--- src/rtl/sw_debounce_pkg.sv ---
// Shared types and default constants for the slide-switch debouncer.
package sw_debounce_pkg;

    typedef enum logic {
        DB_IDLE = 1'b0,
        DB_QUAL = 1'b1
    } db_state_t;

    localparam int SW_WIDTH_DEF         = 10;
    localparam int SW_STABLE_CYCLES_DEF = 500000;

endpackage : sw_debounce_pkg

--- src/rtl/sw_debounce_bit.sv ---
// One switch bit: 2-flop synchronizer, stability counter, debounced level
// and registered rise/fall pulses.
module sw_debounce_bit
    import sw_debounce_pkg::*;
#(
    parameter int   STABLE_CYCLES = SW_STABLE_CYCLES_DEF,
    parameter logic RESET_VAL     = 1'b0
) (
    input  logic clk_clk,
    input  logic reset_reset,
    input  logic sw_raw,
    output logic sw_db,
    output logic sw_rise,
    output logic sw_fall
);

    localparam int              CNT_W   = (STABLE_CYCLES > 1) ? $clog2(STABLE_CYCLES) : 1;
    localparam logic [CNT_W-1:0] CNT_MAX = CNT_W'(STABLE_CYCLES - 1);
    localparam logic [CNT_W-1:0] CNT_ONE = CNT_W'(1);

    logic             s1, s2;
    db_state_t        state, state_nxt;
    logic [CNT_W-1:0] cnt, cnt_nxt;
    logic             db_nxt;

    // NOTE: sequential state uses non-blocking assignments so every flop
    // samples the pre-edge values of its neighbours, just like the hardware.
    always_ff @(posedge clk_clk or posedge reset_reset) begin
        if (reset_reset) begin
            s1      <= RESET_VAL;
            s2      <= RESET_VAL;
            sw_db   <= RESET_VAL;
            sw_rise <= 1'b0;
            sw_fall <= 1'b0;
            state   <= DB_IDLE;
            cnt     <= '0;
        end else begin
            s1      <= sw_raw;
            s2      <= s1;
            sw_db   <= db_nxt;
            sw_rise <= db_nxt & ~sw_db;
            sw_fall <= ~db_nxt & sw_db;
            state   <= state_nxt;
            cnt     <= cnt_nxt;
        end
    end

    // NOTE: every output of this block gets a default first, so no path
    // through the case leaves a signal unassigned and no latch is inferred.
    always_comb begin
        state_nxt = state;
        cnt_nxt   = cnt;
        db_nxt    = sw_db;
        unique case (state)
            DB_IDLE: begin
                cnt_nxt = '0;
                if (s2 != sw_db) begin
                    state_nxt = DB_QUAL;
                    cnt_nxt   = CNT_ONE;
                end
            end
            DB_QUAL: begin
                if (s2 == sw_db) begin
                    state_nxt = DB_IDLE;
                    cnt_nxt   = '0;
                end else if (cnt == CNT_MAX) begin
                    db_nxt    = s2;
                    state_nxt = DB_IDLE;
                    cnt_nxt   = '0;
                end else begin
                    cnt_nxt = cnt + CNT_ONE;
                end
            end
            default: begin
                state_nxt = DB_IDLE;
                cnt_nxt   = '0;
            end
        endcase
    end

endmodule : sw_debounce_bit

--- src/rtl/sw_debounce.sv ---
// Slide-switch debouncer: WIDTH independent bit debouncers. Optional sticky
// change flags and IRQ are built when SW_DEBOUNCE_IRQ_EN is defined.
module sw_debounce
    import sw_debounce_pkg::*;
#(
    parameter int               WIDTH         = SW_WIDTH_DEF,
    parameter int               STABLE_CYCLES = SW_STABLE_CYCLES_DEF,
    parameter logic [WIDTH-1:0] RESET_VAL     = '0
) (
    input  logic             clk_clk,
    input  logic             reset_reset,
    input  logic [WIDTH-1:0] sw_raw,
    output logic [WIDTH-1:0] sw_db,
    output logic [WIDTH-1:0] sw_rise,
    output logic [WIDTH-1:0] sw_fall
`ifdef SW_DEBOUNCE_IRQ_EN
   ,output logic [WIDTH-1:0] sw_chg,
    output logic             sw_irq,
    input  logic             sw_irq_clr
`endif
);

    for (genvar i = 0; i < WIDTH; i++) begin : g_bit
        sw_debounce_bit #(
            .STABLE_CYCLES (STABLE_CYCLES),
            .RESET_VAL     (RESET_VAL[i])
        ) u_bit (
            .clk_clk     (clk_clk),
            .reset_reset (reset_reset),
            .sw_raw      (sw_raw[i]),
            .sw_db       (sw_db[i]),
            .sw_rise     (sw_rise[i]),
            .sw_fall     (sw_fall[i])
        );
    end

`ifdef SW_DEBOUNCE_IRQ_EN
    // A clear and a new edge in the same cycle keep that bit set.
    always_ff @(posedge clk_clk or posedge reset_reset) begin
        if (reset_reset) begin
            sw_chg <= '0;
        end else begin
            sw_chg <= (sw_irq_clr ? '0 : sw_chg) | sw_rise | sw_fall;
        end
    end

    assign sw_irq = |sw_chg;
`endif

endmodule : sw_debounce

--- config.mk ---
export PLATFORM = sky130hd
export DESIGN_NAME = sw_debounce
export DESIGN_NICKNAME = d
export VERILOG_FILES = /design/src/rtl/sw_debounce_pkg.sv /design/src/rtl/sw_debounce_bit.sv /design/src/rtl/sw_debounce.sv
export SDC_FILE = /design/constraint.sdc
export NUM_CORES = 1
export LEC_CHECK = 0
export BUFFER_PORTS_ARGS = -buffer_cell sky130_fd_sc_hd__buf_2
export CAP_MARGIN = 20
export CORE_UTILIZATION = 56
export DETAILED_ROUTE_END_ITERATION = 16
export GPL_ROUTABILITY_DRIVEN = 0
export PLACE_DENSITY = 0.79
export SLEW_MARGIN = 10
export SYNTH_ARGS = -nofsm -noshare
export SYNTH_HDL_FRONTEND = slang
export SYNTH_SLANG_ARGS = --single-unit
--- constraint.sdc ---
create_clock -name clk_clk -period 8.5 [get_ports clk_clk]
set_input_delay 1.275 -clock clk_clk [delete_from_list [all_inputs] [get_ports clk_clk]]
set_output_delay 1.275 -clock clk_clk [all_outputs]
set_load 0.005 [all_outputs]
==> impl_metrics.sql, run 1 <==
INSERT INTO impl_metrics (metric_group, metric, value, unit) VALUES
('status', 'result_of_the_run', 'completed', ''),
('clock_network', 'cts-root-buf', 'clkbuf_16', ''),
('finish', 'layout_common_cells', 'dfrtp_1, nor2_1, xnor2_1', ''),
('logic_synthesis', 'synth_cells', '1153', ''),
('floorplan', 'floorplan.rows', '53', ''),
('job', 'drv_cap', '0', ''),
('detailed_routing', 'drcViolationCount', '0', ''),
('logic_synthesis', 'ys_warn_count', '0', ''),
('global_route', 'via_count_of_the_first_global_routing_pass', '8224', ''),
('critical_path', 'end_kind', 'output port', ''),
('floorplan', 'top_level_ports', '42', ''),
('floorplan', 'die_area', '21880', 'sq um'),
('power_and_ir_drop', 'report.power.total', '2.447', 'mW'),
('sta', 'period_minus_slack', '2409', 'ps'),
('detailed_routing', 'ant_nets', '0', ''),
('critical_path', 'critical_path.slowest_cell', 'dfrtp_1', ''),
('sta', 'setup_violations', '0', ''),
('finish', 'num_antenna_cells', '0', ''),
('critical_path', 'critical_path.reg2reg.endpoint', 'g_bit[8].u_bit.cnt[10]', ''),
('clock_network', 'cts_max_path_buffers', '3', ''),
('logic_synthesis', 'ys_seq_area_share', '52.46', '%'),
('detailed_routing', 'firstDrtPassIters', '5', ''),
('worst_hold_path', 'min_delay_path_depth', '0', ''),
('clock_network', 'numClockSinks', '250', ''),
('global_route', 'grt_max_degree', '98', ''),
('critical_path', 'worstReg2RegStart', 'g_bit[8].u_bit.cnt[14]', ''),
('critical_path', 'critPathMaxFanout', '5', ''),
('clock_network', 'post_cts_buffers', '0', ''),
('logic_synthesis', 'nets_in_the_synthesized_netlist', '1175', ''),
('logic_synthesis', 'netlist_cell_types', '61', ''),
('worst_hold_path', 'worstHoldStart', 'g_bit[8].u_bit.s1', ''),
('clock_network', 'cts_htree_levels', '1', ''),
('global_route', 'groute.usage.overall', '20.11', '%'),
('clock_network', 'clock_latency', '530', 'ps'),
('critical_path', 'crit_path_cell_trace', 'buf_2', ''),
('sta', 'finalCritPeriodShare', '28.34', '%'),
('critical_path', 'crit_path_arrival_time', '1130', 'ps'),
('logic_synthesis', 'avgSynthCellArea', '10.34', 'sq um'),
('critical_path', 'slowest_stage_delay_cp', '460', 'ps'),
('logic_synthesis', 'most_frequently_used_flop_master_after_synthesis', 'dfrtp_1', ''),
('power_and_ir_drop', 'worst_vdd_ir', '163.2', 'uV'),
('sta', 'slew_headroom', '31.04', '%'),
('place', 'place_inst', '1422', ''),
('critical_path', 'timing.reg2reg.worst_path_depth', '4', ''),
('sta', 'post_route_setup_tns', '0', 'ps'),
('critical_path', 'required', '7220', 'ps'),
('clock_network', 'number_of_buffers_created_by_cts', '26', ''),
('sta', 'timing_max_transition_violations_final', '0', ''),
('clock_network', 'worst_setup_hold_path_clk_slew', '60', 'ps'),
('worst_hold_path', 'hold_end', 'g_bit[8].u_bit.s2', ''),
('sta', 'worst_slew_pin_slew', '1028', 'ps'),
('finish', 'fill_cell_instance_count_of_the_final_layout', '1726', ''),
('logic_synthesis', 'synth_area', '11930', 'sq um'),
('clock_network', 'cts_resized', '0', ''),
('logic_synthesis', 'postSynthRegisterBits', '250', ''),
('clock_network', 'holdBufCountCts', '0', ''),
('sta', 'holdWs', '349.9', 'ps'),
('worst_hold_path', 'hold_path.class', 'reg2reg', ''),
('sta', 'rsz0062_at_grt', 'no', ''),
('global_route', 'grt_pass1_wl', '37.17', 'mm'),
('logic_synthesis', 'synth_edf_count', '0', ''),
('detailed_routing', 'dr_total_vias', '8304', ''),
('detailed_routing', 'detail_route.vias_per_cell', '5.653', ''),
('place', 'portBuffers', '41', ''),
('detailed_routing', 'drt_iter0_drc', '363', ''),
('critical_path', 'startpoint_type', 'flop', ''),
('sta', 'clock.fmax', '415.2', 'MHz'),
('global_route', 'antenna_found_initial', '0', ''),
('floorplan', 'floorplan.die.height', '147.9', 'um'),
('sta', 'finalHoldViolations', '0', ''),
('clock_network', 'clock_tree_from_tritoncts', 'done', '');
-- cell families after synthesis --
family | share of synthesized area (%)
buffers and inverters | 4.438
AND/OR/NAND/NOR | 25.71
multiplexers | 1.280
AO/OA/AOI/OAI | 4.050
adder cells (fa/ha/maj) | 1.049
flip-flops | 52.46
XOR/XNOR | 11.02
-- metal layers --
metal | wire length [um] | share of wire (%) | up-vias | global-route usage [%]
met4 | 415 | 2.0 | 0 | 5.876
li1 | - | - | 4072 | -
met2 | 10110 | 48 | 114 | 34.34
met1 | 9903 | 47 | 4085 | 26.92
met5 | 0 | 0 | - | 0
met3 | 613 | 2.9 | 33 | 2.562
-- per-stage QoR --
step	setup slack (ps)	area, sq um
floorplan	353.4	11930
global placement	5518	12170
detailed placement	5495	12170
CTS	6045	13060
global route	6016	13090
finish	6091	13090
-- synthesized netlist by cell type (6+ instances only) --
master | n | area (sq um)
and3b_1 | 17 | 148.9
buf_4 | 31 | 232.7
and3_1 | 23 | 143.9
nor4_1 | 49 | 306.5
inv_1 | 53 | 198.9
nand3_1 | 60 | 300.3
dfrtp_1 | 250 | 6256
nor4b_1 | 7 | 61.31
a21oi_1 | 26 | 130.1
ha_1 | 10 | 125.1
or4_1 | 14 | 105.1
nand4_1 | 52 | 325.3
buf_2 | 9 | 45.04
xnor2_1 | 120 | 1051
nor2_1 | 185 | 694.4
a211oi_1 | 9 | 67.56
nand2_1 | 38 | 142.6
or3_1 | 12 | 75.07
xor2_1 | 30 | 262.8
mux2_2 | 9 | 101.4
o21ai_0 | 15 | 75.07
nand3_2 | 6 | 60.06
nor3_1 | 38 | 190.2
nor2b_1 | 7 | 43.79
-- cell type report --
| cell class | instances | area [sq um] | area share (%) |
|---|---|---|---|
| clock inverters | 8 | 118.9 | 0.9080 |
| repair buffers | 44 | 247.7 | 1.893 |
| inverters | 53 | 206.4 | 1.577 |
| well taps | 275 | 344.1 | 2.629 |
| flip-flops and latches | 250 | 6256 | 47.79 |
| clock buffers | 38 | 777.0 | 5.936 |
| multi-input cells | 801 | 5140 | 39.27 |
-- worst max-delay path by stage --
stage,startpoint,to,slack [ps],cells after the start
floorplan,reset_reset,g_bit[0].u_bit.cnt[0],350,1
global placement,reset_reset,g_bit[0].u_bit.cnt[13],5520,3
detailed placement,reset_reset,g_bit[0].u_bit.cnt[13],5500,3
CTS,reset_reset,g_bit[0].u_bit.cnt[11],6050,3
global route,g_bit[8].u_bit.cnt[14],g_bit[8].u_bit.cnt[10],6020,4
finish,g_bit[7].u_bit.sw_db,sw_db[7],6090,1
-- report_power, final --
part | total, mW | switching, mW | internal, mW
Clock | 1.17 | 0.448 | 0.721
Combinational | 0.0618 | 0.0455 | 0.0163
Sequential | 1.22 | 0.0122 | 1.20
-- flip-flops by register name (all words and copies together) (netlist names) --
signal               flops
g_bit.u_bit.cnt        190
g_bit.u_bit.sw_fall     10
g_bit.u_bit.sw_rise     10
g_bit.u_bit.s1          10
g_bit.u_bit.s2          10
g_bit.u_bit.state       10
g_bit.u_bit.sw_db       10
Power figures use the tool's default switching activity.
==> run 2: changes to the inputs <==
- ABC_AREA: not set -> 1
- CORE_UTILIZATION: 56 -> 63
- PLACE_DENSITY: 0.79 -> 0.84
- clock period: 8.5 -> 2.3 ns (I/O delays scaled with it)
==> run 2 against run 1 <==
Effect of this change:
- die area shrank 0.72%
- largest cell class unchanged
- clock skew shrank 4.3 ps
- largest power group unchanged
- highest routed layer unchanged
- power grew to 3.7 times the previous value
- sequential share of layout area shrank 5.0 points
==> impl_metrics.sql, run 2 <==
INSERT INTO impl_metrics (metric_group, metric, value, unit) VALUES
('sta', 'finalCritPeriodShare', '72.93', '%'),
('floorplan', 'floorplan.die.height', '147.4', 'um'),
('place', 'pre_cts_slack', '623.6', 'ps'),
('logic_synthesis', 'netlist_top_cells_count', 'nor2_1, nand2_1, dfrtp_1', ''),
('critical_path', 'required', '2710', 'ps'),
('logic_synthesis', 'synth_edf_count', '0', ''),
('critical_path', 'startpoint_type', 'flop', ''),
('floorplan', 'top_level_ports', '42', ''),
('sta', 'setup_skew', '10.28', 'ps'),
('finish', 'drive_gt1_share', '8.384', '%'),
('logic_synthesis', 'yosys.area.top_type_share', '46.97', '%'),
('sta', 'clock.fmax', '596.1', 'MHz'),
('clock_network', 'cts_resized', '0', ''),
('critical_path', 'critPathMaxFanout', '13', ''),
('detailed_routing', 'avgRoutedWirePerCell', '12.32', 'um'),
('job', 'drv_cap', '0', ''),
('finish', 'final_core_util', '71.41', '%'),
('logic_synthesis', 'synth_area_leaders', 'dfrtp_1, nor2_1, nand2_1', ''),
('critical_path', 'crit_path_arrival_time', '2080', 'ps'),
('sta', 'slew_headroom', '74.39', '%'),
('detailed_routing', 'firstDrtPassIters', '7', ''),
('detailed_routing', 'drcViolationCount', '0', ''),
('power_and_ir_drop', 'total_switching_power', '1.978', 'mW'),
('power_and_ir_drop', 'power_share_of_the_clock_group', '47.7', '%'),
('logic_synthesis', 'synth_top_cell_by_area', 'dfrtp_1', ''),
('critical_path', 'critPathMostFrequentCell', 'nand2_2', ''),
('critical_path', 'end_kind', 'flop', ''),
('logic_synthesis', 'most_frequently_used_flop_master_after_synthesis', 'dfrtp_1', ''),
('detailed_routing', 'detail_route.vias_per_cell', '5.149', ''),
('clock_network', 'cts_htree_levels', '1', ''),
('logic_synthesis', 'postSynthRegisterBits', '250', ''),
('clock_network', 'cts-root-buf', 'clkbuf_16', ''),
('sta', 'finalHoldViolations', '0', ''),
('finish', 'regMostFlops', 'g_bit.u_bit.cnt', ''),
('place', 'portBuffers', '41', ''),
('finish', 'layout.cells.most_common', 'nor2_1', ''),
('clock_network', 'clock_tree_from_tritoncts', 'done', ''),
('sta', 'timing_max_transition_violations_final', '0', ''),
('power_and_ir_drop', 'sw_frac_of_total', '21.56', '%'),
('logic_synthesis', 'postSynth.asyncResetShare', '100.0', '%'),
('floorplan', 'fp.dieW', '147.4', 'um'),
('place', 'place_inst', '2024', ''),
('detailed_routing', 'dr_total_vias', '10730', ''),
('finish', 'design_area', '14640', 'sq um'),
('clock_network', 'worst_setup_hold_path_clk_slew', '60', 'ps'),
('critical_path', 'critical-path-top-delay-family', 'simple AND/OR/NAND/NOR gates', ''),
('global_route', 'antenna_found_initial', '0', ''),
('detailed_routing', 'drt_iter0_drc', '571', ''),
('finish', 'number_of_nets_in_the_layout', '1815', ''),
('detailed_routing', 'wirelength', '25.66', 'mm'),
('finish', 'syn_to_final_growth', '9.893', '%'),
('finish', 'fill_cell_instance_count_of_the_final_layout', '1577', ''),
('critical_path', 'critPathBufInv', '0', ''),
('logic_synthesis', 'yosys.cell_count.top_type', 'nor2_1', ''),
('global_route', 'gr-total-overflow', '0', ''),
('floorplan', 'start_util', '64.98', '%'),
('critical_path', 'crit_type', 'reg2reg', ''),
('critical_path', 'crit_path_cell_trace', 'ha_1 -> nand3_1 -> nor3_2 -> nand2_2 -> nand2_2 -> nor2_1', ''),
('sta', 'period_minus_slack', '1677', 'ps'),
('critical_path', 'slowest_stage_delay_cp', '400', 'ps'),
('power_and_ir_drop', 'worst_vdd_ir', '508.9', 'uV'),
('logic_synthesis', 'netlist_cell_types', '30', ''),
('finish', 'largest_reg_flops', '190', ''),
('global_route', 'grt_pass1_wl', '45.11', 'mm'),
('critical_path', 'critical_path.slowest_cell', 'dfrtp_1', ''),
('power_and_ir_drop', 'power.share.combinational', '3.3', '%'),
('floorplan', 'die_area', '21730', 'sq um'),
('sta', 'setup_slack', '622.5', 'ps'),
('sta', 'setup_violations', '0', ''),
('clock_network', 'clock_latency', '530', 'ps'),
('logic_synthesis', 'synth_area', '13320', 'sq um'),
('sta', 'worst_slew_pin_slew', '381.3', 'ps'),
('power_and_ir_drop', 'static-leakage-power', '6.657', 'nW'),
('global_route', 'grt_max_degree', '67', ''),
('detailed_routing', 'ant_nets', '0', ''),
('status', 'result_of_the_run', 'completed', ''),
('place', 'placed_area', '13630', 'sq um'),
('power_and_ir_drop', 'internal-power', '7.196', 'mW'),
('finish', 'layout_common_cells', 'nor2_1, nand2_1, dfrtp_1', ''),
('logic_synthesis', 'synth_cells', '1746', ''),
('clock_network', 'numClockSinks', '250', ''),
('logic_synthesis', 'ys_seq_area_share', '46.97', '%'),
('finish', 'final-instance-count-excl-fill', '2083', ''),
('clock_network', 'cts_max_path_buffers', '3', ''),
('logic_synthesis', 'avgSynthCellArea', '7.628', 'sq um'),
('worst_hold_path', 'hold_path.class', 'in2async', ''),
('clock_network', 'number_of_buffers_created_by_cts', '26', ''),
('place', 'dp.final_hpwl', '18.51', 'mm'),
('floorplan', 'floorplan.rows', '52', ''),
('finish', 'num_antenna_cells', '0', ''),
('global_route', 'groute.usage.overall', '24.69', '%'),
('clock_network', 'holdBufCountCts', '11', ''),
('global_route', 'via_count_of_the_first_global_routing_pass', '10460', ''),
('power_and_ir_drop', 'power-per-cell-area', '626.8', 'nW/um^2'),
('power_and_ir_drop', 'seq_power_share', '49.0', '%'),
('sta', 'rsz0062_at_grt', 'no', ''),
('logic_synthesis', 'ys_warn_count', '0', ''),
('clock_network', 'post_cts_buffers', '0', ''),
('floorplan', 'fp.coreArea', '20490', 'sq um'),
('logic_synthesis', 'nets_in_the_synthesized_netlist', '1768', '');
run 2: tightest hold or removal path, delay by kind of cell:
kind	cells	cell delay [ps]
buf+inv	3	830
run 2: final cells by class:
class | instances | area [sq um] | area share [%]
Clock buffer | 33 | 718.2 | 4.907
Inverter | 235 | 885.9 | 6.053
Clock inverter | 15 | 180.2 | 1.231
Tap cell | 270 | 337.8 | 2.308
Sequential cell | 250 | 6256 | 42.75
Timing Repair Buffer | 60 | 425.4 | 2.907
Multi-Input combinational cell | 1220 | 5832 | 39.85
run 2: power groups by stage:
stage / clock, mW / sequential [mW] / combinational [mW]
after floorplan: 0 / 4.57 / 0.222
after global placement: 0 / 4.57 / 0.280
after detailed placement: 0 / 4.58 / 0.293
after CTS: 4.47 / 4.50 / 0.310
after global routing: 4.63 / 4.50 / 0.346
final: 4.38 / 4.50 / 0.299
run 2: layer usage:
layer / vias up / part of all wire (%) / track usage (%)
met5: - / 0 / 0
met4: 0 / 1.6 / 5.928
met3: 35 / 4.8 / 3.364
met2: 284 / 49 / 42.59
met1: 4992 / 45 / 33.12
li1: 5414 / - / -
run 2: metrics by stage:
stage / power, mW / hold WS [ps] / TNS [ps]
floorplan: 4.790 / 331.2 / -333180
global placement: 4.854 / 284.1 / 0
detailed placement: 4.871 / 286.0 / 0
CTS: 9.278 / 282.0 / 0
global route: 9.478 / 297.0 / 0
finish: 9.174 / 295.6 / 0
run 2: logic make-up after synthesis:
group | synth area share (%)
buffers and inverters | 9.235
DFF | 46.97
and+or+nand+nor | 34.09
adders and majority gates | 0.9395
xor gates and xnor gates | 7.497
AOI/OAI and AO/OA | 1.259
run 2: path summary, 6_finish.rpt:
path,endpoint,cells past startpoint,slack [ps],startpoint
min,g_bit[5].u_bit.cnt[7],3,300,reset_reset
max,g_bit[9].u_bit.cnt[8],6,620,g_bit[9].u_bit.cnt[0]
min reg2reg,g_bit[8].u_bit.s2,0,350,g_bit[8].u_bit.s1
min in group clk_clk,g_bit[8].u_bit.s2,0,350,g_bit[8].u_bit.s1
max in group asynchronous,g_bit[3].u_bit.cnt[10],5,1270,reset_reset
max reg2reg,g_bit[9].u_bit.cnt[8],6,620,g_bit[9].u_bit.cnt[0]
==> run 3: changes to the inputs <==
- CORE_UTILIZATION: 63 -> 57
- PLACE_DENSITY: 0.84 -> 0.8
- clock period: 2.3 -> 1.39 ns (I/O delays scaled with it)
==> run 3 against run 2 <==
Effect of this change:
- the run now ends with negative setup slack left
- design area rose by 19%
- combinational power rose by 150%
- critical path depth rose by 2
- wire length rose by 23%
- critical path type unchanged
- critical endpoint is now g_bit[1].u_bit.cnt[16]
- largest power group unchanged
==> impl_metrics.sql, run 3 (synthesis results as in run 2) <==
INSERT INTO impl_metrics (metric_group, metric, value, unit) VALUES
('status', 'result_of_the_run', 'finished with violations', ''),
('status', 'violations', 'negative setup slack', ''),
('detailed_routing', 'avgRoutedWirePerCell', '13.80', 'um'),
('sta', 'holdWs', '107.6', 'ps'),
('sta', 'period_minus_slack', '1467', 'ps'),
('detailed_routing', 'drt_iter0_drc', '717', ''),
('floorplan', 'die_area', '23980', 'sq um'),
('sta', 'finalHoldViolations', '0', ''),
('sta', 'setup_skew', '16.84', 'ps'),
('global_route', 'gr-total-overflow', '0', ''),
('finish', 'drive_gt1_share', '29.08', '%'),
('sta', 'finalCritPeriodShare', '105.5', '%'),
('clock_network', 'cts_htree_levels', '1', ''),
('detailed_routing', 'ant_nets', '0', ''),
('sta', 'rsz0062_at_grt', 'yes', ''),
('finish', 'layout.cells.most_common', 'nor2_1', ''),
('power_and_ir_drop', 'power-per-cell-area', '901.0', 'nW/um^2'),
('finish', 'regMostFlops', 'g_bit.u_bit.cnt', ''),
('place', 'dp.final_hpwl', '19.18', 'mm'),
('finish', 'largest_reg_flops', '190', ''),
('critical_path', 'critPathMaxFanout', '3', ''),
('power_and_ir_drop', 'worst_vdd_ir', '933.6', 'uV'),
('finish', 'num_antenna_cells', '0', ''),
('detailed_routing', 'wirelength', '31.61', 'mm'),
('critical_path', 'crit_path_arrival_time', '1940', 'ps'),
('clock_network', 'number_of_buffers_created_by_cts', '28', ''),
('floorplan', 'fp.dieW', '154.9', 'um'),
('sta', 'setup_violations', '54', ''),
('critical_path', 'required', '1860', 'ps'),
('clock_network', 'clock_tree_from_tritoncts', 'done', ''),
('global_route', 'grt_max_degree', '90', ''),
('clock_network', 'cts-root-buf', 'clkbuf_16', ''),
('sta', 'worst_slew_pin_slew', '486.9', 'ps'),
('clock_network', 'worst_setup_hold_path_clk_slew', '60', 'ps'),
('floorplan', 'floorplan.rows', '55', ''),
('finish', 'number_of_nets_in_the_layout', '1978', ''),
('job', 'drv_cap', '0', ''),
('global_route', 'grt_pass1_wl', '47.99', 'mm'),
('power_and_ir_drop', 'static-leakage-power', '7.710', 'nW'),
('finish', 'final_core_util', '76.19', '%'),
('detailed_routing', 'drcViolationCount', '0', ''),
('sta', 'setup_slack', '-76.61', 'ps'),
('clock_network', 'numClockSinks', '250', ''),
('clock_network', 'clock_latency', '550', 'ps'),
('floorplan', 'start_util', '58.47', '%'),
('critical_path', 'end_kind', 'flop', ''),
('clock_network', 'cts_max_path_buffers', '3', ''),
('global_route', 'via_count_of_the_first_global_routing_pass', '11000', ''),
('finish', 'syn_to_final_growth', '30.31', '%'),
('global_route', 'antenna_found_initial', '0', ''),
('floorplan', 'top_level_ports', '42', ''),
('sta', 'timing_max_transition_violations_final', '0', ''),
('critical_path', 'startpoint_type', 'flop', ''),
('detailed_routing', 'detail_route.vias_per_cell', '5.161', ''),
('critical_path', 'crit_type', 'reg2reg', ''),
('sta', 'slew_headroom', '67.54', '%'),
('place', 'portBuffers', '41', ''),
('global_route', 'groute.usage.overall', '23.89', '%'),
('detailed_routing', 'firstDrtPassIters', '5', ''),
('floorplan', 'fp.coreArea', '22780', 'sq um'),
('finish', 'layout_common_cells', 'nor2_1, nand2_1, dfrtp_1', ''),
('worst_hold_path', 'hold_path.class', 'in2async', ''),
('detailed_routing', 'dr_total_vias', '11820', ''),
('sta', 'clock.fmax', '681.8', 'MHz'),
('floorplan', 'floorplan.die.height', '154.9', 'um');
==> run 3: cell type report <==
cell class	instances	area [sq um]
multi-input cells	1222	7083
flip-flops and latches	250	6285
fillers	1455	5424
repair buffers	217	1718
inverters	235	908.4
clock buffers	37	784.5
well taps	313	391.6
clock inverters	14	162.7
repair inverters	2	21.27
==> run 3: report_power, final <==
part	leakage (nW)	total [mW]	switching, mW	internal (mW)
combinational	3.87	0.737	0.458	0.279
clock	0.471	7.43	2.92	4.52
sequential	3.36	7.47	0.0967	7.37
==> run 3: path summary, 6_finish.rpt <==
kind,depth (start not counted),endpoint,startpoint,slack [ps]
max in group asynchronous,5,g_bit[0].u_bit.cnt[0],reset_reset,580
hold / removal,3,g_bit[4].u_bit.s1,reset_reset,110
min in group clk_clk,2,g_bit[0].u_bit.s1,sw_raw[0],310
hold reg to reg,0,g_bit[7].u_bit.s2,g_bit[7].u_bit.s1,350
setup / recovery,8,g_bit[1].u_bit.cnt[16],g_bit[1].u_bit.cnt[1],-80
setup reg to reg,8,g_bit[1].u_bit.cnt[16],g_bit[1].u_bit.cnt[1],-80
==> run 3: metal layers <==
layer	vias to the layer above	global-route usage [%]	part of all wire (%)
li1	5760	-	-
met4	0	7.826	3.3
met3	94	2.591	3.4
met2	308	42.38	51
met5	-	0	0
met1	5657	30.63	42
==> run 3: metrics by stage <==
step | power [mW] | instances | setup TNS, ps | area, sq um | worst slack, ps
global route | 16.19 | 2290 | -12610 | 17350 | -164.2
global placement | 8.088 | 2183 | -231.5 | 14600 | -89.22
CTS | 15.65 | 2257 | -50.48 | 16000 | -24.51
floorplan | 7.930 | 1746 | -526550 | 13360 | -2106
detailed placement | 8.113 | 2183 | -6501 | 14600 | -96.53
finish | 15.64 | 2290 | -1580 | 17350 | -76.61
==> run 3: what timing repair did <==
| item | in CTS | in global routing |
|---|---|---|
| gates resized for setup | 63 | 315 |
| pin swaps | 18 | 95 |
| hold buffers | 11 | 0 |
| endpoints found under the setup margin | 165 | 226 |
| buffers inserted | 11 | 31 |
| hold endpoints to repair | 132 | 0 |
| cloned | 1 | 3 |
==> run 3: worst max-delay path, stage by stage (launching register included) <==
cell     delay [ps]
dfrtp_1         410
ha_4            170
nand3_4         100
inv_2            90
buf_4           110
nand2_1          90
o21ai_0         200
nand2_1          90
nor2_1          130
